[config.mk]
export PLATFORM = sky130hd
export DESIGN_NAME = exception_arbiter
export DESIGN_NICKNAME = d
export VERILOG_FILES = /design/src/rtl/exception_arbiter.sv
export SDC_FILE = /design/constraint.sdc
export NUM_CORES = 1
export LEC_CHECK = 0
export BUFFER_PORTS_ARGS = -buffer_cell sky130_fd_sc_hd__buf_2
export CELL_PAD_IN_SITES_DETAIL_PLACEMENT = 1
export CELL_PAD_IN_SITES_GLOBAL_PLACEMENT = 2
export CORE_ASPECT_RATIO = 1.25
export CORE_MARGIN = 3
export CORE_UTILIZATION = 29
export DETAILED_ROUTE_END_ITERATION = 6
export GPL_TIMING_DRIVEN = 0
export HOLD_SLACK_MARGIN = 0.03
export PLACE_DENSITY_LB_ADDON = 0.2
export SLEW_MARGIN = 25
export SYNTH_ARGS = -nofsm -noshare
export SYNTH_HDL_FRONTEND = slang
export SYNTH_SLANG_ARGS = --single-unit
[constraint.sdc]
create_clock -name clk -period 5.1 [get_ports clk]
set_clock_uncertainty 0.1 [all_clocks]
set_input_delay 0.51 -clock clk [delete_from_list [all_inputs] [get_ports clk]]
set_output_delay 0.51 -clock clk [all_outputs]
set_load 0.01 [all_outputs]
[src/rtl/exception_arbiter.sv]
// Trap sequencer for CP0: merges M-stage exceptions/ERET with synchronized hardware
// interrupts, emits a one-cycle commit pulse, then holds the pipeline flush.
module exception_arbiter #(
  parameter int unsigned FLUSH_CYCLES = 2,
  parameter logic [4:0]  CAUSE_INT    = 5'd0,
  parameter logic [4:0]  CAUSE_ERET   = 5'd31
) (
  input  logic        clk,
  input  logic        reset,
  input  logic        excValid_M,
  input  logic [4:0]  excCause_M,
  input  logic [31:0] pc_M,
  input  logic        bd_M,
  input  logic        instrValid_M,
  input  logic        stall_M,
  input  logic [5:0]  hwInt,
  input  logic        sr_IE,
  input  logic        sr_EXL,
  input  logic [5:0]  sr_IM,
  output logic        isException,
  output logic [4:0]  exceptionCause,
  output logic [31:0] exceptionPC,
  output logic        flush,
  output logic [5:0]  intPending,
  output logic        busy
);

  localparam int CNT_W = (FLUSH_CYCLES > 1) ? $clog2(FLUSH_CYCLES + 1) : 1;
  localparam logic [CNT_W-1:0] CNT_INIT = CNT_W'(FLUSH_CYCLES);
  localparam logic [CNT_W-1:0] CNT_ONE  = CNT_W'(1);

  typedef enum logic [1:0] {
    IDLE  = 2'd0,
    TAKE  = 2'd1,
    FLUSH = 2'd2
  } state_t;

  state_t           stateReg, stateNext;
  logic [CNT_W-1:0] cntReg, cntNext;
  logic [5:0]       sync1Reg, sync2Reg;
  logic [4:0]       causeReg;
  logic [31:0]      pcReg;

  logic        mReady;
  logic        intReq;
  logic        excReq;
  logic        takeEvent;
  logic [4:0]  excCode;
  logic [31:0] epc;

  // Two-flop synchronizer for the asynchronous interrupt lines.
  always_ff @(posedge clk) begin
    if (!reset) begin
      sync1Reg <= '0;
      sync2Reg <= '0;
    end else begin
      sync1Reg <= hwInt;
      sync2Reg <= sync1Reg;
    end
  end

  assign intPending = sync2Reg;

  // A stalled stage or a bubble must not commit anything, interrupts included.
  assign mReady    = instrValid_M & ~stall_M;
  assign intReq    = sr_IE & ~sr_EXL & (|(sync2Reg & sr_IM)) & mReady;
  assign excReq    = excValid_M & mReady;
  assign takeEvent = (stateReg == IDLE) & (intReq | excReq);
  assign excCode   = (excCause_M == CAUSE_ERET) ? CAUSE_ERET : excCause_M;
  assign epc       = bd_M ? (pc_M - 32'd4) : pc_M;

  always_ff @(posedge clk) begin
    if (!reset) begin
      stateReg <= IDLE;
      cntReg   <= '0;
    end else begin
      stateReg <= stateNext;
      cntReg   <= cntNext;
    end
  end

  always_comb begin
    stateNext = stateReg;
    cntNext   = cntReg;
    case (stateReg)
      IDLE: begin
        if (intReq | excReq) begin
          stateNext = TAKE;
        end
      end
      TAKE: begin
        if (FLUSH_CYCLES > 0) begin
          stateNext = FLUSH;
          cntNext   = CNT_INIT;
        end else begin
          stateNext = IDLE;
        end
      end
      FLUSH: begin
        if (cntReg <= CNT_ONE) begin
          stateNext = IDLE;
          cntNext   = '0;
        end else begin
          cntNext = cntReg - CNT_ONE;
        end
      end
      default: begin
        stateNext = IDLE;
        cntNext   = '0;
      end
    endcase
  end

  always_comb begin
    isException = 1'b0;
    flush       = 1'b0;
    busy        = 1'b0;
    case (stateReg)
      TAKE: begin
        isException = 1'b1;
        flush       = 1'b1;
        busy        = 1'b1;
      end
      FLUSH: begin
        flush = 1'b1;
        busy  = 1'b1;
      end
      default: begin
        isException = 1'b0;
      end
    endcase
  end

  // Interrupt wins a same-cycle collision; the exception re-raises after return.
  always_ff @(posedge clk) begin
    if (!reset) begin
      causeReg <= '0;
      pcReg    <= '0;
    end else if (takeEvent) begin
      causeReg <= intReq ? CAUSE_INT : excCode;
      pcReg    <= epc;
    end
  end

  assign exceptionCause = causeReg;
  assign exceptionPC    = pcReg;

endmodule

* Yosys cells after proc, flatten, opt, wreduce, memory -nomap -nowiden
Index checks and enable logic that the tools add are counted.
** Cells by class
- Bitwise gates (word level) :: 10
- Magnitude comparators :: 1
- Add/sub/neg operators :: 2
- Reductions and logical operators :: 4
- Eq/ne operators :: 5
- Muxes and demuxes :: 10
** Operator list (count)
- two-way mux 32 bit :: 1
- subtractor 32 x 3 -> 32 bit, second input constant :: 1
- one-hot mux 2 bit (3 select lines) :: 2
- two-way mux 5 bit :: 2
- AND 1 bit :: 6
- AND 6 bit :: 1
- two-way mux 2 bit :: 3
- OR reduction 6 bit :: 1
- == test 5 bit, second input constant :: 1
- == test 2 x 1 -> 1 bit, second input constant :: 1
- == test 2 bit, second input constant :: 1
- <= comparator 2 x 1 -> 1 bit, second input constant :: 1
- logical NOT 2 bit :: 1
- two-way mux 1 bit :: 2
- inequality test 2 x 1 -> 1 bit, second input constant :: 1
- inequality test 2 bit, second input constant :: 1
- inverter 1 bit :: 2
- AND reduction 2 bit :: 1
- OR reduction 2 bit :: 1
- subtractor 2 x 1 -> 2 bit, second input constant :: 1
- bitwise OR 1 bit :: 1
** Storage, ports and cells
- Register bits after elaboration :: 53
- Input port bits :: 57

* Logic depth before layout (Yosys ltp)
- Depth after elaboration :: 7
- Gate-level depth with buffers :: 7
- Gate-level depth less buffers :: 7

* Worst setup path after synthesis
Ideal clock, no wire load.
- Path type :: input -> register
- Start point :: input port pc_M[14]
- End point :: register pcReg[25] (netlist: exceptionPC[25])
- Path slack :: 2.781 ns
- Arrival :: 2.145 ns
- Stages :: 5
- Library setup time :: 0.074 ns
- Path buffers :: 0
- Data required time :: 4.926 ns
- Cells stage by stage :: or4_4 nor4_4 nand3_2 or4_1 a31oi_1
** Between the ends
- Word-level cells in the longest chain between the ends :: 2
** RTL lines
- from (decl) :: RTL line 12 : input logic [31:0] pc_M,
- subtractor 32 x 3 -> 32 bit :: RTL line 70 : assign epc = bd_M ? (pc_M - 32'd4) : pc_M;
- two-way mux 32 bit :: RTL line 70
- to (signal assigned) :: RTL line 141 : pcReg <= epc;
- to (decl) :: RTL line 42 : logic [31:0] pcReg;
Every way passes these cells.
A chain may end at the register's enable or synchronous reset.

* Final worst setup path
- Start point :: input port pc_M[3]
- End point :: register pcReg[24] (netlist: exceptionPC[24])
The elaborated chain is that of the path after synthesis.

==> metrics list <==
- The flow ran to the end, and the final reports show no timing, DRC or antenna violations.
- Fill cell total of the finished layout: just under 1000
- Chip Height: between 100 and 150 um
- Minimum setup slack after placement: ~2.4 ns
* Total via count in the routed design: ~2300
* Fraction of the yosys area taken by sequential cells: 43.5%
- Global routing finished with a remaining overflow of 0.
* Sinks on the clock net: 53
- CP delay by family, top: simple AND/OR/NAND/NOR gates
- 0 antenna diodes ended up in the layout.
- First-pass GRT wire length: around 11 mm
- After synthesis, the share of flip-flops with an asynchronous set or reset is 0%.
- Data on the critical path is required at its endpoint by 5.22 ns.
* Initial cell density of the core: 30.6%
- Horizontal extent of the die: just under 90 um
- CTS H-tree lvls: 2
- Row count: 36
* Type of the worst min-delay path: in -> reg
- Detail-routed net length per standard cell: around 15 um
- Area enclosed by the die boundary: 9550 sq um
- Static Leakage: approximately 0.0013 uW
- Syn Area/Cell: 9.07 sq um
* Synth warnings: 0
* Number of global-route vias before repair: ~2300
- Once the clock tree was built, the setup fixing pass inserted 0 buffers.
- Layout overhead on the synthesized area: 29.8%
- Max_slew headroom: between 40 and 50%
- For this run, the post-layout net count is approximately 440.
* Number of instances in the synthesized netlist: around 270
* Number of buffer and inverter stages on the critical path: 2
* Slowest stage cell on the critical path: nor3_1
- Number of setup violations in the final report: 0
- Worst hold slack: about 0.3 ns
- Hold Fails Final Rpt: 0
- Worst setup SP type: input pin
* Min Clock Period, post-route: between 2 and 2.5 ns
- TritonCTS built the clock tree.
- For this run, the leading register cell type out of synthesis is dfxtp_1.
- I/O pin total: between 100 and 150
- Counting tap cells, the placed design contains a total of between 400 and 500 instances.
* Layout cell share with drive strength beyond 1: approximately 33%
- The initial antenna violation count is 0.
- For this design the ratio of total power to cell area is 266 nW/um^2.
- Post-CTS Hold Fix Bufs: 0
* Clock latency on the worst-skew pair: around 0.31 ns
* GRT Overall Usage: 14.9%
- Transition time of the tightest slew-check pin: ~0.74 ns
* Post-cts gate resize count: 0
* Final slew viol count: 0
- Critical path class: in -> reg
- Buffers on Ports: 102
* Max VDD drop: between 100 and 150 uV
- The wire-length estimate of the detail-placed layout is between 5 and 6 mm.
- Cell Area, Synth: around 2400 sq um
* Root buffer cell: clkbuf_8
- Along the worst path, the maximum fanout reaches 6.
* Number of synthesized register bits: 53
* Number of enable flip-flop cells after synthesis: 0
- Cells fill approximately two fifths of the core in the end.
- The sequential cells in the finished layout cover a total of 1060 sq um.
* Initial detailed-routing violation count: 67
* Total nets after synthesis: 330
- TNS Setup: 0 ns
* Post-synthesis cell type count: 43
- The finished layout holds around 470 standard cells, fillers aside.
* Detailed Route WL: about 7 mm
- Detailed Routing Iterations Pass 1: 4
* Gpl congestion: ~0.78
- In the routed design, unresolved DRC markers number 0.
- Arrival time worst endpoint: 2.50 ns
* Clock-pin slew on the worst setup and hold paths: ~0.10 ns
* Residual antenna-violating net count after detailed routing: 0
- Entering global routing, the biggest net connects 17 pins.
- Critical Path Sink Type: register
- Routed via count divided by cell count: around 5
* # Max-Cap Violations: 0
* Num CTS Buffers: 5
* Total area of multi-input combinational cells: ~1300 sq um
- Area inside the core boundary: approximately 8000 sq um
* Period Utilization, post-route: a little under half
- Fmax achieved: approximately 420 MHz
- Delay of the slowest cell on the worst path: 0.59 ns
* Minimum setup slack in the final design: approximately 2.7 ns
* Unrepaired setup endpoints after global routing: false
* Critical path, cell by cell: buf_2, inv_1, ha_1, nand4bb_1, nor3_1, nand3_2, or3_1, a311oi_1
* Worst-case clock buffer depth: 2
## cell usage in the layout, fill, tap and decap left out, types with 6 or more instances in the layout
master    count
xor2_1       16
buf_2       104
clkbuf_1     10
dfxtp_1      53
a211oi_1     10
nand2_1      11
nor2_1       30
o21ai_0      20
xnor2_1       8
nor3_1        9
a21oi_1      16
and2_1       12
clkbuf_8      7
a22oi_1       9
inv_1         6
## metrics by stage
step | area (sq um) | total power (uW)
4_1_cts | 3160 | 855
5_1_grt | 3160 | 889
3_5_place_dp | 3070 | 600
6_report | 3160 | 840
2_1_floorplan | 2440 | 528
3_3_place_gp | 3070 | 597
## synth_stat cells (4+ instances only)
cell type   n  area share, %
a211oi_1   10            3.1
a21oi_1    16            3.3
a22oi_1     9            2.8
a31oi_1     4            1.0
and2_1     12            3.1
clkbuf_1   10            1.5
dfxtp_1    53             44
ha_1        4            2.1
inv_1       6           0.92
nand2_1    11            1.7
nand4_1     4            1.0
nor2_1     30            4.6
nor3_1      9            1.8
o21ai_0    20            4.1
or3_1       4            1.0
xnor2_1     8            2.9
xor2_1     16            5.7
## layout make-up
class	instances	share of cell area, %
Sequential cell	53	33.5
Clock inverter	2	0.435
Timing Repair Buffer	102	16.1
Multi-Input combinational cell	194	39.9
Inverter	6	0.712
Clock buffer	6	2.61
Buffer	16	2.89
Tap cell	95	3.76
## where the power goes
group	switching (uW)	total, uW	leakage (uW)	internal (uW)
sequential	10.2	447	0.000434	437
combinational	78.9	141	0.000861	62.1
clock	142	252	0.0000512	110
total	231	840	0.00135	609
## per-layer routing
layer  share of wire, %  wire, um  GRT usage, %  vias up
met5                  0         0             0        -
met4                1.1        78          4.21        0
met3                6.8       478          3.35        6
met2                 48      3330          25.4       71
met1                 44      3100          18.8     1078
li1                   -         -             -     1179
## cells by family (layout without fill, tap and decap cells)
logic type,count (synthesis),count (layout),share of synthesized area (%)
AO/OA/AOI/OAI,69,69,17.5
adder cells (fa/ha/maj),4,4,2.05
buffers and inverters,22,132,4.67
flip-flops,53,53,43.5
AND/OR/NAND/NOR,95,95,22.8
XOR/XNOR,24,24,8.62
multiplexers,2,2,0.821
## sequential cells by signal, indices dropped and copies added, names as in the netlist
name	cells
exceptionPC	32
intPending	6
sync1Reg	6
exceptionCause	5
cntReg	2
stateReg	2
## path summary, 6_finish.rpt
check / slack, ns / from / cells after the start / endpoint
worst max-delay path: 2.71 / pc_M[3] / 8 / exceptionPC[24]$_SDFFE_PN0P_
worst min-delay path: 0.30 / hwInt[5] / 2 / sync1Reg[5]$_SDFF_PN0_
worst max register to register: 2.81 / intPending[5]$_SDFF_PN0_ / 7 / exceptionPC[4]$_SDFFE_PN0P_
worst min register to register: 0.35 / sync1Reg[3]$_SDFF_PN0_ / 1 / intPending[3]$_SDFF_PN0_
## worst reg2reg max path, delay by kind of cell (launching register included)
| kind | cells | cell delay [ns] |
|---|---|---|
| AOI/OAI and AO/OA | 4 | 0.91 |
| buffers and inverters | 2 | 0.79 |
| DFF | 1 | 0.36 |
| and+or+nand+nor | 1 | 0.06 |
Note: power is estimated with default switching activity, not from simulation.
